==> config.mk <==
export PLATFORM = sky130hd
export DESIGN_NAME = spi_slave_core
export DESIGN_NICKNAME = d
export VERILOG_FILES = /design/src/rtl/spi_slave_core_pkg.sv /design/src/rtl/spi_sync.sv /design/src/rtl/spi_slave_core.sv
export SDC_FILE = /design/constraint.sdc
export NUM_CORES = 1
export LEC_CHECK = 0
export CORE_MARGIN = 5
export CORE_UTILIZATION = 50
export CTS_BUF_LIST = sky130_fd_sc_hd__clkbuf_8
export DETAILED_ROUTE_END_ITERATION = 8
export GPL_ROUTABILITY_DRIVEN = 1
export PLACE_DENSITY = 0.88
export SLEW_MARGIN = 30
export SYNTH_ARGS = -nofsm -noshare
export SYNTH_HDL_FRONTEND = slang
export SYNTH_HIERARCHICAL = 1
export SYNTH_SLANG_ARGS = --single-unit
==> constraint.sdc <==
create_clock -name sys_clk -period 1.9 [get_ports sys_clk]
set_clock_uncertainty 0.2 [all_clocks]
set_input_delay 0.475 -clock sys_clk [delete_from_list [all_inputs] [get_ports sys_clk]]
set_output_delay 0.475 -clock sys_clk [all_outputs]
set_load 0.05 [all_outputs]
==> src/rtl/spi_slave_core_pkg.sv <==
// Shared definitions for the SPI responder: default character length,
// FSM state encodings and the fill pattern loaded on a transmit underrun.
`ifndef SPI_CHAR_LEN
`define SPI_CHAR_LEN 8
`endif

package spi_slave_core_pkg;

  typedef enum logic {
    ST_IDLE   = 1'b0,
    ST_ACTIVE = 1'b1
  } state_e;

  // Every bit of a character loaded from an empty holding buffer.
  localparam logic UNDERRUN_FILL_BIT = 1'b0;

endpackage

==> src/rtl/spi_sync.sv <==
// N-flop bit synchronizer with a configurable reset level, used to bring
// the asynchronous SPI bus pins into the system clock domain.
module spi_sync #(
  parameter int   N       = 2,
  parameter logic RST_VAL = 1'b0
) (
  input  logic clk,
  input  logic rst_n,
  input  logic d_i,
  output logic q_o
);

  logic [N-1:0] sync_q;

  // Shift the pin value through the synchronizer chain.
  always_ff @(posedge clk or negedge rst_n) begin
    // NOTE: non-blocking assignments make every flop in the chain take the
    // previous stage's old value, so the chain really is N flops deep.
    if (!rst_n) sync_q <= {N{RST_VAL}};
    else        sync_q <= {sync_q[N-2:0], d_i};
  end

  assign q_o = sync_q[N-1];

endmodule

==> src/rtl/spi_slave_core.sv <==
// SPI responder core: oversamples SCLK/CS/MOSI on sys_clk, supports all four
// CPOL/CPHA modes and exchanges CHAR_LEN-bit characters with the host.
// Optional feature: define SPI_SLAVE_LSB_FIRST_EN to add the LSB input that
// selects LSB-first shifting; without it the core is MSB-first only.
`ifndef SPI_CHAR_LEN
`define SPI_CHAR_LEN 8
`endif

module spi_slave_core
  import spi_slave_core_pkg::*;
#(
  parameter int CHAR_LEN    = `SPI_CHAR_LEN,
  parameter int SYNC_STAGES = 2
) (
  input  logic                sys_clk,
  input  logic                rst_n,
  input  logic                CPOL,
  input  logic                CPHA,
  input  logic                SCLK,
  input  logic                CS,
  input  logic                MOSI,
`ifdef SPI_SLAVE_LSB_FIRST_EN
  input  logic                LSB,
`endif
  output logic                MISO,
  output logic                MISO_OE,
  input  logic [CHAR_LEN-1:0] tx_data,
  input  logic                tx_valid,
  output logic                tx_ready,
  output logic [CHAR_LEN-1:0] rx_data,
  output logic                rx_valid,
  output logic                underrun,
  output logic                busy
);

  localparam int            CW       = $clog2(CHAR_LEN);
  localparam logic [CW-1:0] LAST_BIT = CW'(CHAR_LEN - 1);

  logic sclk_s, cs_s, mosi_s;
  logic sclk_q, cs_q;
  state_e state_q, state_d;
  logic [CW-1:0]       bit_cnt_q, bit_cnt_d;
  logic [CHAR_LEN-2:0] rx_shift_q, rx_shift_d;
  logic [CHAR_LEN-1:0] tx_shift_q, tx_shift_d;
  logic [CHAR_LEN-1:0] rx_data_q, rx_data_d;
  logic [CHAR_LEN-1:0] buf_q, buf_d;
  logic rx_valid_q, rx_valid_d;
  logic underrun_q, underrun_d;
  logic full_q, full_d;

  logic sclk_rise, sclk_fall, lead_edge, trail_edge;
  logic sample_edge, shift_edge, cs_fall, cs_rise;
  logic lsb_first, load, write;
  logic [CHAR_LEN-1:0] rx_word, tx_next;

  spi_sync #(.N(SYNC_STAGES), .RST_VAL(1'b0)) u_sync_sclk (
    .clk(sys_clk), .rst_n(rst_n), .d_i(SCLK), .q_o(sclk_s));
  // CS resets high so the core comes out of reset deselected.
  spi_sync #(.N(SYNC_STAGES), .RST_VAL(1'b1)) u_sync_cs (
    .clk(sys_clk), .rst_n(rst_n), .d_i(CS), .q_o(cs_s));
  spi_sync #(.N(SYNC_STAGES), .RST_VAL(1'b0)) u_sync_mosi (
    .clk(sys_clk), .rst_n(rst_n), .d_i(MOSI), .q_o(mosi_s));

`ifdef SPI_SLAVE_LSB_FIRST_EN
  assign lsb_first = LSB;
`else
  assign lsb_first = 1'b0;
`endif

  assign sclk_rise   = sclk_s & ~sclk_q;
  assign sclk_fall   = ~sclk_s & sclk_q;
  assign lead_edge   = CPOL ? sclk_fall : sclk_rise;
  assign trail_edge  = CPOL ? sclk_rise : sclk_fall;
  assign sample_edge = CPHA ? trail_edge : lead_edge;
  assign shift_edge  = CPHA ? lead_edge : trail_edge;
  assign cs_fall     = ~cs_s & cs_q;
  assign cs_rise     = cs_s & ~cs_q;

  // The rx shifter keeps the CHAR_LEN-1 earlier bits; the new bit completes the word.
  assign rx_word = lsb_first ? {mosi_s, rx_shift_q} : {rx_shift_q, mosi_s};
  assign tx_next = lsb_first ? {1'b0, tx_shift_q[CHAR_LEN-1:1]}
                             : {tx_shift_q[CHAR_LEN-2:0], 1'b0};

  assign write = tx_valid & ~full_q;

  // Next-state logic for the FSM, shifters, bit counter and holding buffer.
  always_comb begin
    // NOTE: every target gets a default before any branch so no path leaves
    // a value unassigned, which would otherwise infer a latch.
    state_d    = state_q;
    bit_cnt_d  = bit_cnt_q;
    rx_shift_d = rx_shift_q;
    tx_shift_d = tx_shift_q;
    rx_data_d  = rx_data_q;
    rx_valid_d = 1'b0;
    underrun_d = 1'b0;
    buf_d      = buf_q;
    load       = 1'b0;

    case (state_q)
      ST_IDLE: begin
        if (cs_fall) begin
          state_d    = ST_ACTIVE;
          bit_cnt_d  = '0;
          rx_shift_d = '0;
          load       = ~CPHA;
        end
      end
      ST_ACTIVE: begin
        if (cs_rise) begin
          // Abandon any partial character; an SCLK edge this cycle is ignored.
          state_d    = ST_IDLE;
          bit_cnt_d  = '0;
          rx_shift_d = '0;
          tx_shift_d = '0;
        end else if (sample_edge) begin
          rx_shift_d = lsb_first ? rx_word[CHAR_LEN-1:1] : rx_word[CHAR_LEN-2:0];
          if (bit_cnt_q == LAST_BIT) begin
            bit_cnt_d  = '0;
            rx_data_d  = rx_word;
            rx_valid_d = 1'b1;
          end else begin
            bit_cnt_d = bit_cnt_q + CW'(1);
          end
        end else if (shift_edge) begin
          // The first shift edge of a character (bit_cnt still 0) loads it.
          if (bit_cnt_q == '0) load = 1'b1;
          else                 tx_shift_d = tx_next;
        end
      end
      default: state_d = ST_IDLE;
    endcase

    if (load) begin
      if (full_q) begin
        tx_shift_d = buf_q;
      end else begin
        tx_shift_d = {CHAR_LEN{UNDERRUN_FILL_BIT}};
        underrun_d = 1'b1;
      end
    end

    // A write alongside an empty-buffer load stays in the buffer.
    full_d = write | (full_q & ~load);
    if (write) buf_d = tx_data;
  end

  // State and datapath registers.
  always_ff @(posedge sys_clk or negedge rst_n) begin
    if (!rst_n) begin
      sclk_q     <= 1'b0;
      cs_q       <= 1'b1;
      state_q    <= ST_IDLE;
      bit_cnt_q  <= '0;
      rx_shift_q <= '0;
      tx_shift_q <= '0;
      rx_data_q  <= '0;
      rx_valid_q <= 1'b0;
      underrun_q <= 1'b0;
      // NOTE: the buffer data is reset too; it is a plain register, not a
      // memory array, and a known value keeps MISO deterministic.
      buf_q      <= '0;
      full_q     <= 1'b0;
    end else begin
      sclk_q     <= sclk_s;
      cs_q       <= cs_s;
      state_q    <= state_d;
      bit_cnt_q  <= bit_cnt_d;
      rx_shift_q <= rx_shift_d;
      tx_shift_q <= tx_shift_d;
      rx_data_q  <= rx_data_d;
      rx_valid_q <= rx_valid_d;
      underrun_q <= underrun_d;
      buf_q      <= buf_d;
      full_q     <= full_d;
    end
  end

  assign MISO_OE  = ~cs_q;
  assign MISO     = ~cs_q & (lsb_first ? tx_shift_q[0] : tx_shift_q[CHAR_LEN-1]);
  assign tx_ready = ~full_q;
  assign rx_data  = rx_data_q;
  assign rx_valid = rx_valid_q;
  assign underrun = underrun_q;
  assign busy     = (state_q == ST_ACTIVE);

endmodule

# Word level (Yosys, flattened, before mapping)
# Index checks and enable logic that the tools add are counted.
[classes]
add_sub_neg = 1
n_eq_ne = 5
n_mux = 35
bitwise_logic = 17
reduce_logical = 6
[op_table]
columns = ["op", "n"]
rows = [
  ["2-to-1 mux 8 bit", 7],
  ["2-to-1 mux 7 bit", 3],
  ["2-to-1 mux 1 bit", 17],
  ["case mux 7 bit (2 select lines)", 1],
  ["2-to-1 mux 3 bit", 4],
  ["NOT 1 bit", 9],
  ["AND reduction 4 bit", 2],
  ["AND 1 bit", 7],
  ["!= test 3 x 1 -> 1 bit (second input constant)", 2],
  ["case mux 3 bit (2 select lines)", 1],
  ["case mux 1 bit (2 select lines)", 2],
  ["adder 3 x 1 -> 3 bit (second input constant)", 1],
  ["equality test 3 bit (second input constant)", 1],
  ["logical NOT 3 bit", 1],
  ["!= test 3 bit (second input constant)", 1],
  ["nonzero test 3 bit", 1],
  ["!= test 2 bit (second input constant)", 1],
  ["AND reduction 2 bit", 1],
  ["nonzero test 2 bit", 1],
  ["OR 1 bit", 1],
]
[totals]
ff_bits = 46
elab_cells = 78

# Depth between registers and ports, before layout
# Gate-level depths: netlist (run 1).
[logic_depth]
ltp_word = 11
depth_mapped = 6

# Hierarchy
# The synthesis (run 1) kept the hierarchy.
[modules_own_cells]
columns = ["mod", "n_inst", "cells_per_inst", "area_each_um2"]
rows = [
  ["spi_slave_core", 1, 148, 1810.5],
  ["spi_sync (u_sync_mosi ...)", 2, 2, 50.0],
  ["spi_sync (u_sync_cs)", 1, 2, 52.6],
]

# Least setup slack after synthesis (run 1)
# OpenSTA, ideal clock, no wires.
[synth_path]
kind = "register -> register"
start = "reg state_q (netlist: busy)"
end = "reg tx_shift_q[1]"
setup_ns = 0.083
t_arrival_ns = 1.775
required_ns = 1.617
slack_ns = -0.158
path_stages_with_launch = 7
n_path_buf = 1
cell_sequence = "dfrtp_1 > buf_2 > nand3b_1 > mux2i_4 > nor4b_4 > a22oi_1 > o21ai_0"
[synth_between]
elab_chain_len = 4
elab_cells_between_ends = 8
[synth_rtl]
columns = ["item", "line", "rtl"]
rows = [
  ["start, declared", "spi_slave_core.sv:41", "state_e state_q, state_d;"],
  ["start signal, assigned", "spi_slave_core.sv:167", "state_q <= state_d;"],
  ["NOT 1 bit", "-", ""],
  ["case mux 1 bit (2 select lines)", "spi_slave_core.sv:100", "case (state_q)"],
  ["!= test 3 bit (no source line) (tied with other cells)", "-", ""],
  ["AND reduction 4 bit (no source line)", "-", ""],
  ["end signal, assigned", "spi_slave_core.sv:170", "tx_shift_q <= tx_shift_d;"],
  ["end, declared", "spi_slave_core.sv:44", "logic [CHAR_LEN-1:0] tx_shift_q, tx_shift_d;"],
]
# Parallel ways exist; a longest one is shown, timed or not.
# A chain may end at the register's enable or synchronous reset.

# Final worst setup path (run 1)
[layout_path]
start = "reg cs_q"
end = "out MISO_OE"
[layout_between]
elab_chain_len = 1
[layout_rtl]
columns = ["item", "line", "rtl"]
rows = [
  ["start, declared", "spi_slave_core.sv:40", "logic sclk_q, cs_q;"],
  ["start signal, assigned", "spi_slave_core.sv:166", "cs_q <= cs_s;"],
  ["NOT 1 bit", "spi_slave_core.sv:179", "assign MISO_OE = ~cs_q;"],
  ["end, declared", "spi_slave_core.sv:26", "output logic MISO_OE,"],
]
# Every way passes these cells.

==> summary.md, run 1 <==
| Metric | Value |
|---|---|
| Status | `complete, but fails checks` |
| Failing checks | `setup timing` |
| Largest net degree at the start of global routing | `28` |
| Longest Clk Path Bufs | `2` |
| Number of I/O pins | `30` |
| Post-synthesis sequential area ratio | `between 50% and 60%` |
| Netlist cell types | `30` |
| Vias in the first global route | `1353` |
| Drt total wl | `3830 um` |
| Hold_ws | `157 ps` |
| Worst path max stage delay | `570 ps` |
| Dpl hpwl | `2730 um` |
| Endpoints failing setup | `1` |
| Hold endpoint | `u_sync_cs/sync_q[1]` |
| DR DRC count | `0` |
| Slew Limit Fails | `0` |
| CP cell instances | `buf_6 > clkinvlp_4 > buf_8` |
| Clk pin slew, worst setup/hold paths | `80 ps` |
| Max Cap Viol | `0` |
| Arrival time worst endpoint | `1240 ps` |
| Syn. warnings | `6` |
| Largest vdd supply drop | `roughly 0.00081 V` |
| Worst Setup End Kind | `output pin` |
| Period utilisation layout | `101%` |
| Async set-reset flop share out of synthesis | `100%` |
| Worst r2r dst | `rx_data[3]` |
| Post-synth net total | `173` |
| Startpoint Class | `flip-flop` |
| Register bit total from synthesis | `46` |
| Worst setup path class | `flip-flop to output pin` |
| Seq. cell area | `1160 um2` |
| Hold Path Class | `flip-flop to flip-flop` |
| Setup ws final | `-13.9 ps` |
| Number of port buffers | `29` |
| Reg2reg path depth | `5` |
| Worst r2r src | `cs_q` |
| Die ar. | `5280 um2` |
| Pwr Density | `just under 1000 nW/um2` |
| Antenna violations before repair | `0` |
| CP max FO | `4` |
| Avg Vias per Cell | `5.10` |
| Congestion Overflow GR | `0` |
| Utilization after layout | `73.6%` |
| DR WL/cell | `approximately 15 um` |
| Slew HR | `68.2%` |
| Overall routing resource usage | `roughly 16%` |
| Layout cells sized above 1 | `38.7%` |
| Antenna diodes | `0` |
| RePlAce Congestion | `0.793` |
| Post-synth EDFFs | `0` |
| Syn_area_per_cell | `between 10 and 15 um2` |
| Root Driver | `clkbuf_8` |
| Initial core utilization | `a little over half` |
| CP max stage cell | `dfstp_2` |
| Worst EP required | `~1200 ps` |
| First-pass DRT Iterations | `5` |
| Leakage Power | `1.24 nW` |
| First-pass GRT wire length | `between 6000 and 7000 um` |
| CTS Buf Count | `5` |
| Count of antenna-violating nets left after detailed routing | `0` |
| Initial DRC count | `just over 70` |
| Core Area | `3740 um2` |
| Clock Sinks | `46` |
| Vias after detailed routing | `1285` |
| WHS Path Cells | `0` |
| CTS H-tree depth | `2` |
| FF-to-FF setup slack | `20 ps` |
| Clk Latency, worst-skew pair | `300 ps` |
| Syn Std Cell Area | `1960 um2` |
| Layout area overhead | `40.3%` |
| Synth Flop Type | `dfrtp_1` |
| CTS tree | `built` |
| Core Rows | `22` |
| Area of the multi-input gates | `787 um2` |
| Minimum clock period | `roughly 1900 ps` |
| FMAX | `522 MHz` |
| Fill count | `~240` |
| Die W | `slightly above 70 um` |
| Slew @ Worst Pin | `477 ps` |
| Final Hold Viols | `0` |
| Fin nets | `222` |
| RSZ-0062 raised after global routing | `yes` |
| Post-Synthesis Cells | `between 150 and 200` |
| Die Height | `72.7 um` |
| Hold wc startpoint | `u_sync_cs/sync_q[0]` |
registers in the layout, summed over array words and instances, names as in the netlist:
signal              flops
underrun                1
tx_shift_q              8
u_sync_mosi/sync_q      2
rx_shift_q              7
u_sync_sclk/sync_q      2
cs_q                    1
sclk_q                  1
buf_q                   8
u_sync_cs/sync_q        2
busy                    1
rx_data                 8
full_q                  1
bit_cnt_q               3
rx_valid                1
metrics by stage:
stage / instances / setup WS, ps / setup TNS [ps] / power (mW) / cell area (um2)
after floorplan: 154 / -4.11 / -4.11 / 1.79 / 1990
after global placement: 240 / -590 / -14780 / 2.05 / 2560
after detailed placement: 240 / -666 / -16740 / 2.11 / 2560
after CTS: 252 / -25.4 / -92.2 / 2.73 / 2740
after global routing: 252 / -71.4 / -536 / 2.87 / 2750
final: 252 / -13.9 / -13.9 / 2.71 / 2750
cell families (layout without fill, tap and decap cells):
group                    after synthesis  after routing  synth area share (%)
AO/OA/AOI/OAI                         21             21                  7.97
XOR/XNOR                               1              1                 0.829
adder cells (fa/ha/maj)                3              3                  1.91
buffers and inverters                 19             69                  4.14
flip-flops                            46             46                  58.8
multiplexers                          28             28                  16.2
AND/OR/NAND/NOR                       36             36                  10.1
layout by cell type, fill, tap and decap left out, drive strengths merged, types with 3 or more instances in the layout:
cell type      count
dfstp              3
clkbuf             6
buf               35
nor2b              3
nand2             16
nand3b             3
mux2i             11
clkdlybuf4s50     12
nand2b             4
a22oi              7
inv               13
o21ai              9
nor2               5
mux2              17
dfrtp             43
ha                 3
routing by layer:
metal | vias to the layer above | GRT usage, % | routed length [um]
met2 | 33 | 26.2 | 1950
met3 | 7 | 5.65 | 178
met4 | 0 | 4.92 | 59
met5 | - | 0 | 0
li1 | 620 | - | -
met1 | 625 | 20.9 | 1650
worst max path at each step:
stage,start,endpoint,slack (ps),cells after the start
after floorplan,cs_q,bit_cnt_q[0],-4,4
after global placement,CPHA,rx_data[0],-590,6
after detailed placement,CPHA,rx_data[4],-670,6
after CTS,CPOL,rx_data[5],-30,6
after global routing,cs_q,MISO_OE,-70,3
final,cs_q,MISO_OE,-10,3
where the power goes:
| part | internal (mW) | switching (mW) | leakage [nW] |
|---|---|---|---|
| Clock | 0.288 | 0.302 | 0.0524 |
| Combinational | 0.394 | 0.357 | 0.602 |
| Sequential | 1.20 | 0.167 | 0.588 |
| Total | 1.88 | 0.826 | 1.24 |
what timing repair did:
item	in CTS	in global routing
hold buffers	1	0
endpoints found under the hold margin	18	0
buffers inserted	2	2
gates cloned	1	0
setup endpoints to repair	29	24
pin swaps	2	2
resized for setup	14	10
cell usage after synthesis, types with 2 or more instances:
library cell / count / share of area, %
mux2i_1: 10 / 5.1
dfstp_2: 3 / 4.0
nor2_1: 5 / 0.96
nand3b_1: 3 / 1.1
nand2b_1: 4 / 1.3
nand2_1: 16 / 3.1
mux2_2: 16 / 9.2
clkbuf_1: 3 / 0.57
nor2b_1: 3 / 0.96
a22oi_1: 7 / 2.7
o21ai_0: 8 / 2.0
ha_1: 3 / 1.9
dfrtp_1: 43 / 55
inv_1: 13 / 2.5
buf_2: 2 / 0.51
critical path, delay by kind of cell, from the launching register on:
| family | cells | cell delay (ps) |
|---|---|---|
| DFF | 1 | 570 |
| buffers and inverters | 3 | 370 |
area by class of cell:
class | count | area share (%)
Tap cell | 48 | 2.18
Multi-Input combinational cell | 89 | 28.6
Clock buffer | 6 | 3.00
Sequential cell | 46 | 42.0
Inverter | 13 | 1.91
Clock inverter | 2 | 0.318
Timing Repair Buffer | 48 | 22.0
No activity file was read; power rests on OpenSTA's default activity.
==> run 2: changes to the inputs <==
--- a/config.mk
+++ b/config.mk
@@ -11,6 +11,7 @@
 export DETAILED_ROUTE_END_ITERATION = 8
 export GPL_ROUTABILITY_DRIVEN = 1
 export PLACE_DENSITY = 0.88
+export REMOVE_ABC_BUFFERS = 1
 export SLEW_MARGIN = 30
 export SYNTH_ARGS = -nofsm -noshare
 export SYNTH_HDL_FRONTEND = slang
==> run 2 against run 1 <==
- the flow now finishes without violations
- sequential cell count unchanged
- die area is the same
- combinational power is 13% higher
- via count grew 6.0%
- total power increased by 3.2%
- non-clock buffer count increased by 3
- critical path depth up 3
==> summary.md, run 2 (synthesis gave the netlist of run 1 again) <==
| Metric | Value |
|---|---|
| CP max stage cell | `dfrtp_1` |
| Clk pin slew, worst setup/hold paths | `80 ps (about the same)` |
| Setup WS pre-CTS | `-672 ps (-5.95 ps)` |
| Vias after detailed routing | `1362 (+6.0%)` |
| CTS tree | `built` |
| Clk Latency, worst-skew pair | `300 ps (about the same)` |
| Avg Vias per Cell | `5.34 (+4.7%)` |
| First-pass DRT Iterations | `4 (-1)` |
| Commonest non-fill, non-tap cell in the layout | `dfrtp_1` |
| Initial core utilization | `52.4% (unchanged)` |
| Setup ws final | `13.6 ps (+27.5 ps)` |
| Die W | `72.7 um (unchanged)` |
| Largest net degree at the start of global routing | `47 (+68%)` |
| Hold_ws | `151 ps (-5.38 ps)` |
| Overall routing resource usage | `18.3% (+2.0 points)` |
| Pwr Density | `994 nW/um2 (+1.1%)` |
| DR DRC count | `0 (unchanged)` |
| Longest Clk Path Bufs | `2 (unchanged)` |
| Status | `completed` |
| FMAX | `530 MHz (+1.5%)` |
| Period utilisation layout | `99.3% (-1.4 points)` |
| First-pass GRT wire length | `7300 um (+12%)` |
| Number of port buffers | `29 (unchanged)` |
| Largest vdd supply drop | `0.000643 V (-21%)` |
| Vias in the first global route | `1481 (+9.5%)` |
| Antenna violations before repair | `0 (unchanged)` |
| Leakage Power | `1.27 nW (+2.2%)` |
| Minimum clock period | `1890 ps (-27.5 ps)` |
| Slew HR | `69.0% (+0.79 points)` |
| Total power | `2.79 mW (+3.2%)` |
| Root Driver | `clkbuf_8` |
| Worst setup path class | `flip-flop to flip-flop` |
| Most frequent cells in the layout | `41 x dfrtp_1, 16 x nand2_1, 16 x buf_12` |
| CP max FO | `5 (+1)` |
| Congestion Overflow GR | `0 (unchanged)` |
| Endpoints failing setup | `0 (-1)` |
| Final Hold Viols | `0 (unchanged)` |
| Layout area overhead | `43.2%` |
| Max Cap Viol | `0 (unchanged)` |
| Clock Sinks | `46 (unchanged)` |
| Slew Limit Fails | `0 (unchanged)` |
| Initial DRC count | `67 (-5.6%)` |
| Hold Path Class | `flip-flop to flip-flop` |
| Layout cells sized above 1 | `42.0% (+3.3 points)` |
| Fin nets | `225 (+1.4%)` |
| Worst path max stage delay | `400 ps (-170 ps)` |
| Dpl hpwl | `3030 um (+11%)` |
| Worst Setup End Kind | `flip-flop` |
| Worst EP required | `1880 ps (+660 ps)` |
| DR WL/cell | `17.7 um (+16%)` |
| CP cell instances | `buf_4 > ha_1 > ha_2 > and3_4 > buf_12 > mux2_4` |
| Die ar. | `5280 um2 (unchanged)` |
| Antenna diodes | `0 (unchanged)` |
| RePlAce Congestion | `0.789 (-0.52%)` |
| Slew @ Worst Pin | `462 ps (-14.6 ps)` |
| Startpoint Class | `flip-flop` |
| CTS Buf Count | `5 (unchanged)` |
| Count of antenna-violating nets left after detailed routing | `0 (unchanged)` |
| Arrival time worst endpoint | `1870 ps (+630 ps)` |
| Core Area | `3740 um2 (unchanged)` |
| Drt total wl | `4520 um (+18%)` |
| CTS H-tree depth | `2 (unchanged)` |
| Number of I/O pins | `30 (unchanged)` |
| Core Rows | `22 (unchanged)` |
| RSZ-0062 raised after global routing | `yes` |
| Die Height | `72.7 um (unchanged)` |
-- run 2: cell count changes in the layout (fill, tap and decap cells not counted), moves of 2 or more --
cell	before	now
o21ai_1	2	4
a22oi_2	0	6
a22oi_1	7	1
mux2_2	15	11
o21ai_0	7	5
mux2_4	2	6
buf_6	1	4
inv_1	13	15
-- run 2: worst paths after layout --
kind	end	start	slack [ps]	cells after the start
worst max-delay path	rx_data[1]	bit_cnt_q[0]	10	6
worst min-delay path	u_sync_mosi/sync_q[1]	u_sync_mosi/sync_q[0]	150	0
worst max register to register	rx_data[1]	bit_cnt_q[0]	10	6
worst min register to register	u_sync_mosi/sync_q[1]	u_sync_mosi/sync_q[0]	150	0
max in group asynchronous	u_sync_cs/sync_q[1]	rst_n	680	3
min in group asynchronous	busy	rst_n	530	3
-- run 2: final cells by class --
cell class / count / area (um2)
fill: 236 / 932
timing repair buffer: 51 / 643
multi-input combinational: 89 / 822
tap: 48 / 60.1
sequential: 46 / 1160
clock inverter: 3 / 11.3
clock buffer: 5 / 68.8
inverter: 13 / 48.8
-- run 2: critical path, delay by kind of cell (launching register included) --
| family | cells | cell delay [ps] |
|---|---|---|
| flops | 1 | 400 |
| mux | 1 | 300 |
| buf+inv | 2 | 290 |
| simple gates | 1 | 200 |
| fa+ha+maj | 2 | 390 |
-- run 2: routing by layer --
metal,share of wire [%],vias to the layer above,global-route usage (%)
met5,0,-,0
met4,1.5,0,4.92
met3,5.3,9,4.82
met2,55,34,33.2
met1,38,694,21.3
li1,-,625,-
-- run 2: power by group --
part	internal [mW]	switching, mW	leakage (nW)	total [mW]
clock network	0.245	0.306	0.0519	0.551
logic	0.449	0.400	0.631	0.849
registers	1.20	0.193	0.587	1.39
-- run 2: timing repair --
| item | CTS | global route |
|---|---|---|
| setup endpoints to repair | 28 | 26 |
| pin swaps | 2 | 5 |
| gates cloned | 1 | 0 |
| setup buffers | 2 | 2 |
| hold buffers | 1 | 0 |
| hold endpoints to repair | 43 | 0 |
| gates resized for setup | 15 | 25 |
-- run 2: per-stage QoR --
step           TNS [ps]  area, um2  utilization [%]  std cells
3_5_place_dp     -17240       2560             68.4        242
3_3_place_gp     -14860       2560             68.4        242
2_1_floorplan    -10060       1930                -        148
4_1_cts           -5.47       2730             72.9        254
5_1_grt            -125       2810             75.1        255
6_report              0       2810             75.1        255
==> run 3: changes to the inputs <==
--- a/config.mk
+++ b/config.mk
@@ -6,11 +6,10 @@
 export NUM_CORES = 1
 export LEC_CHECK = 0
 export CORE_MARGIN = 5
-export CORE_UTILIZATION = 50
-export CTS_BUF_LIST = sky130_fd_sc_hd__clkbuf_8
+export CORE_UTILIZATION = 48
 export DETAILED_ROUTE_END_ITERATION = 8
 export GPL_ROUTABILITY_DRIVEN = 1
-export PLACE_DENSITY = 0.88
+export PLACE_DENSITY = 0.85
 export REMOVE_ABC_BUFFERS = 1
 export SLEW_MARGIN = 30
 export SYNTH_ARGS = -nofsm -noshare
==> run 3 against run 2 <==
- the flow now finishes with violations (setup timing)
- largest power group unchanged
- sequential share of layout area rose by 0.35 points
- highest routed layer unchanged
- combinational power fell by 2.6%
- first-iteration DRC count rose by 75%
==> summary.md, run 3 (synthesis gave the netlist of run 1 again) <==
| Metric | Value |
|---|---|
| Final Hold Viols | `0 (unchanged)` |
| Initial DRC count | `117 (+75%)` |
| Hold endpoint | `u_sync_mosi/sync_q[1]` |
| Seq. cell area | `1160 um2 (unchanged)` |
| Slew HR | `75.5% (+6.5 points)` |
| Core Rows | `23 (+4.5%)` |
| DR WL/cell | `16.6 um (-6.1%)` |
| Antenna violations before repair | `0 (unchanged)` |
| Pwr Density | `1000 nW/um2 (+1.0%)` |
| WHS Path Cells | `0 (unchanged)` |
| CTS Buf Count | `5 (unchanged)` |
| Crit-path leading delay family | `buffers and inverters` |
| Arrival time worst endpoint | `1900 ps (+30 ps)` |
| Worst EP required | `1870 ps (about the same)` |
| Layout area overhead | `42.0%` |
| Initial core utilization | `49.4% (-3.0 points)` |
| Worst r2r src | `cs_q` |
| Die ar. | `5470 um2 (+3.6%)` |
| RePlAce Congestion | `0.739 (-6.3%)` |
| Fill count | `263 (+11%)` |
| Reg2reg path depth | `7 (+1)` |
| Congestion Overflow GR | `0 (unchanged)` |
| Commonest non-fill, non-tap cell in the layout | `dfrtp_1` |
| Drt total wl | `4290 um (-5.0%)` |
| Vias in the first global route | `1487 (+0.41%)` |
| CTS tree | `built` |
| First-pass GRT wire length | `7130 um (-2.4%)` |
| Fin nets | `226 (+0.44%)` |
| Die Height | `74.0 um (+1.8%)` |
| FF-to-FF setup slack | `10 ps (about the same)` |
| Leakage Power | `1.26 nW (-1.1%)` |
| Startpoint Class | `primary input` |
| Hold wc startpoint | `u_sync_mosi/sync_q[0]` |
| Vias after detailed routing | `1360 (-0.15%)` |
| Utilization after layout | `70.2% (-4.9 points)` |
| First-pass DRT Iterations | `4 (unchanged)` |
| Hold Path Class | `flip-flop to flip-flop` |
| Layout cells sized above 1 | `39.4% (-2.6 points)` |
| Clock Sinks | `46 (unchanged)` |
| Clk Latency, worst-skew pair | `300 ps (about the same)` |
| Longest Clk Path Bufs | `2 (unchanged)` |
| CTS H-tree depth | `2 (unchanged)` |
| CP max stage cell | `mux2i_4` |
| Worst setup path class | `primary input to flip-flop` |
| Area of the multi-input gates | `786 um2 (-4.4%)` |
| Setup WS pre-CTS | `-665 ps (+6.17 ps)` |
| Number of I/O pins | `30 (unchanged)` |
| Failing checks | `setup timing` |
| Core Area | `3970 um2 (+6.1%)` |
| FMAX | `518 MHz (-2.3%)` |
| Minimum clock period | `1930 ps (+43.9 ps)` |
| Die W | `74.0 um (+1.8%)` |
| Crit-path most repeated cell | `buf_4` |
| Worst Setup End Kind | `flip-flop` |
| CP Buf/Inv Count | `4 (+2)` |
| Clk pin slew, worst setup/hold paths | `80 ps (about the same)` |
| Count of antenna-violating nets left after detailed routing | `0 (unchanged)` |
| Slew Limit Fails | `0 (unchanged)` |
| DR DRC count | `0 (unchanged)` |
| Avg Vias per Cell | `5.27 (-1.3%)` |
| Endpoints failing setup | `1 (+1)` |
| Status | `complete, but fails checks` |
| Most frequent cells in the layout | `41 x dfrtp_1, 18 x buf_4, 16 x nand2_1, 16 x mux2_2, 15 x buf_12` |
| Worst path max stage delay | `250 ps (-150 ps)` |
| Max Cap Viol | `0 (unchanged)` |
| CP cell instances | `clkdlybuf4s15_2 > xnor2_2 > buf_4 > mux2i_4 > buf_6 > a211oi_4 > buf_4 > a22oi_1 > o21ai_0` |
| Period utilisation layout | `102% (+2.3 points)` |
| Overall routing resource usage | `17.4% (-0.89 points)` |
| RSZ-0062 raised after global routing | `yes` |
| CP max FO | `8 (+3)` |
| Number of port buffers | `29 (unchanged)` |
| Slew @ Worst Pin | `368 ps (-94.5 ps)` |
| Dpl hpwl | `2900 um (-4.3%)` |
| Largest vdd supply drop | `0.000632 V (-1.7%)` |
| Worst r2r dst | `tx_shift_q[4]` |
| Largest net degree at the start of global routing | `47 (unchanged)` |
| Setup ws final | `-30.4 ps (-43.9 ps)` |
| Root Driver | `clkbuf_8` |
| Antenna diodes | `0 (unchanged)` |
run 3: changes by cell type in the layout (fill, tap and decap cells not counted), moves of 3 or more:
cell / previous run / this run
o21ai_1: 4 / 7
a22oi_2: 6 / 2
a22oi_1: 1 / 5
o21ai_0: 5 / 2
mux2_2: 11 / 16
inv_1: 15 / 12
buf_4: 14 / 18
mux2_4: 6 / 1
run 3: metal layers:
layer | up-vias | track usage, % | wire, um
li1 | 625 | - | -
met1 | 695 | 21.4 | 1800
met2 | 31 | 29.8 | 2270
met3 | 9 | 3.11 | 134
met4 | 0 | 8.25 | 88
met5 | - | 0 | 0
run 3: what timing repair did:
action                                 in CTS  in global routing
buffers inserted                            2                  3
hold buffers                                1                  0
cloned                                      1                  0
setup endpoints to repair                  28                 18
resized for setup                          19                  9
pin swaps                                   2                  1
endpoints found under the hold margin      43                  0
run 3: per-stage QoR:
step	instance area, um2	hold slack (ps)	TNS [ps]	std cells	total power, mW
2_1_floorplan	1930	-20.6	-10060	148	1.77
3_3_place_gp	2560	133	-14660	244	2.06
3_5_place_dp	2560	138	-17090	244	2.14
4_1_cts	2750	153	0	255	2.77
5_1_grt	2790	153	-319	258	2.94
6_report	2790	145	-30.4	258	2.80
run 3: cell type report:
type,count,area share (%)
Clock buffer,8,3.23
Inverter,13,1.75
Tap cell,50,2.24
Timing Repair Buffer,52,23.1
Sequential cell,46,41.5
Multi-Input combinational cell,89,28.2
run 3: how the worst max path moves through the flow:
stage | startpoint | end | cells after the start
2_1_floorplan | cs_q | bit_cnt_q[0] | 3
3_3_place_gp | CPHA | rx_data[1] | 6
3_5_place_dp | CPHA | rx_data[5] | 6
4_1_cts | CPOL | rx_data[4] | 6
5_1_grt | CPOL | tx_shift_q[4] | 9
6_report | CPOL | tx_shift_q[4] | 9
run 3: report_power, final:
group | internal (mW) | switching (mW)
sequential | 1.20 | 0.166
clock | 0.297 | 0.309
combinational | 0.435 | 0.392
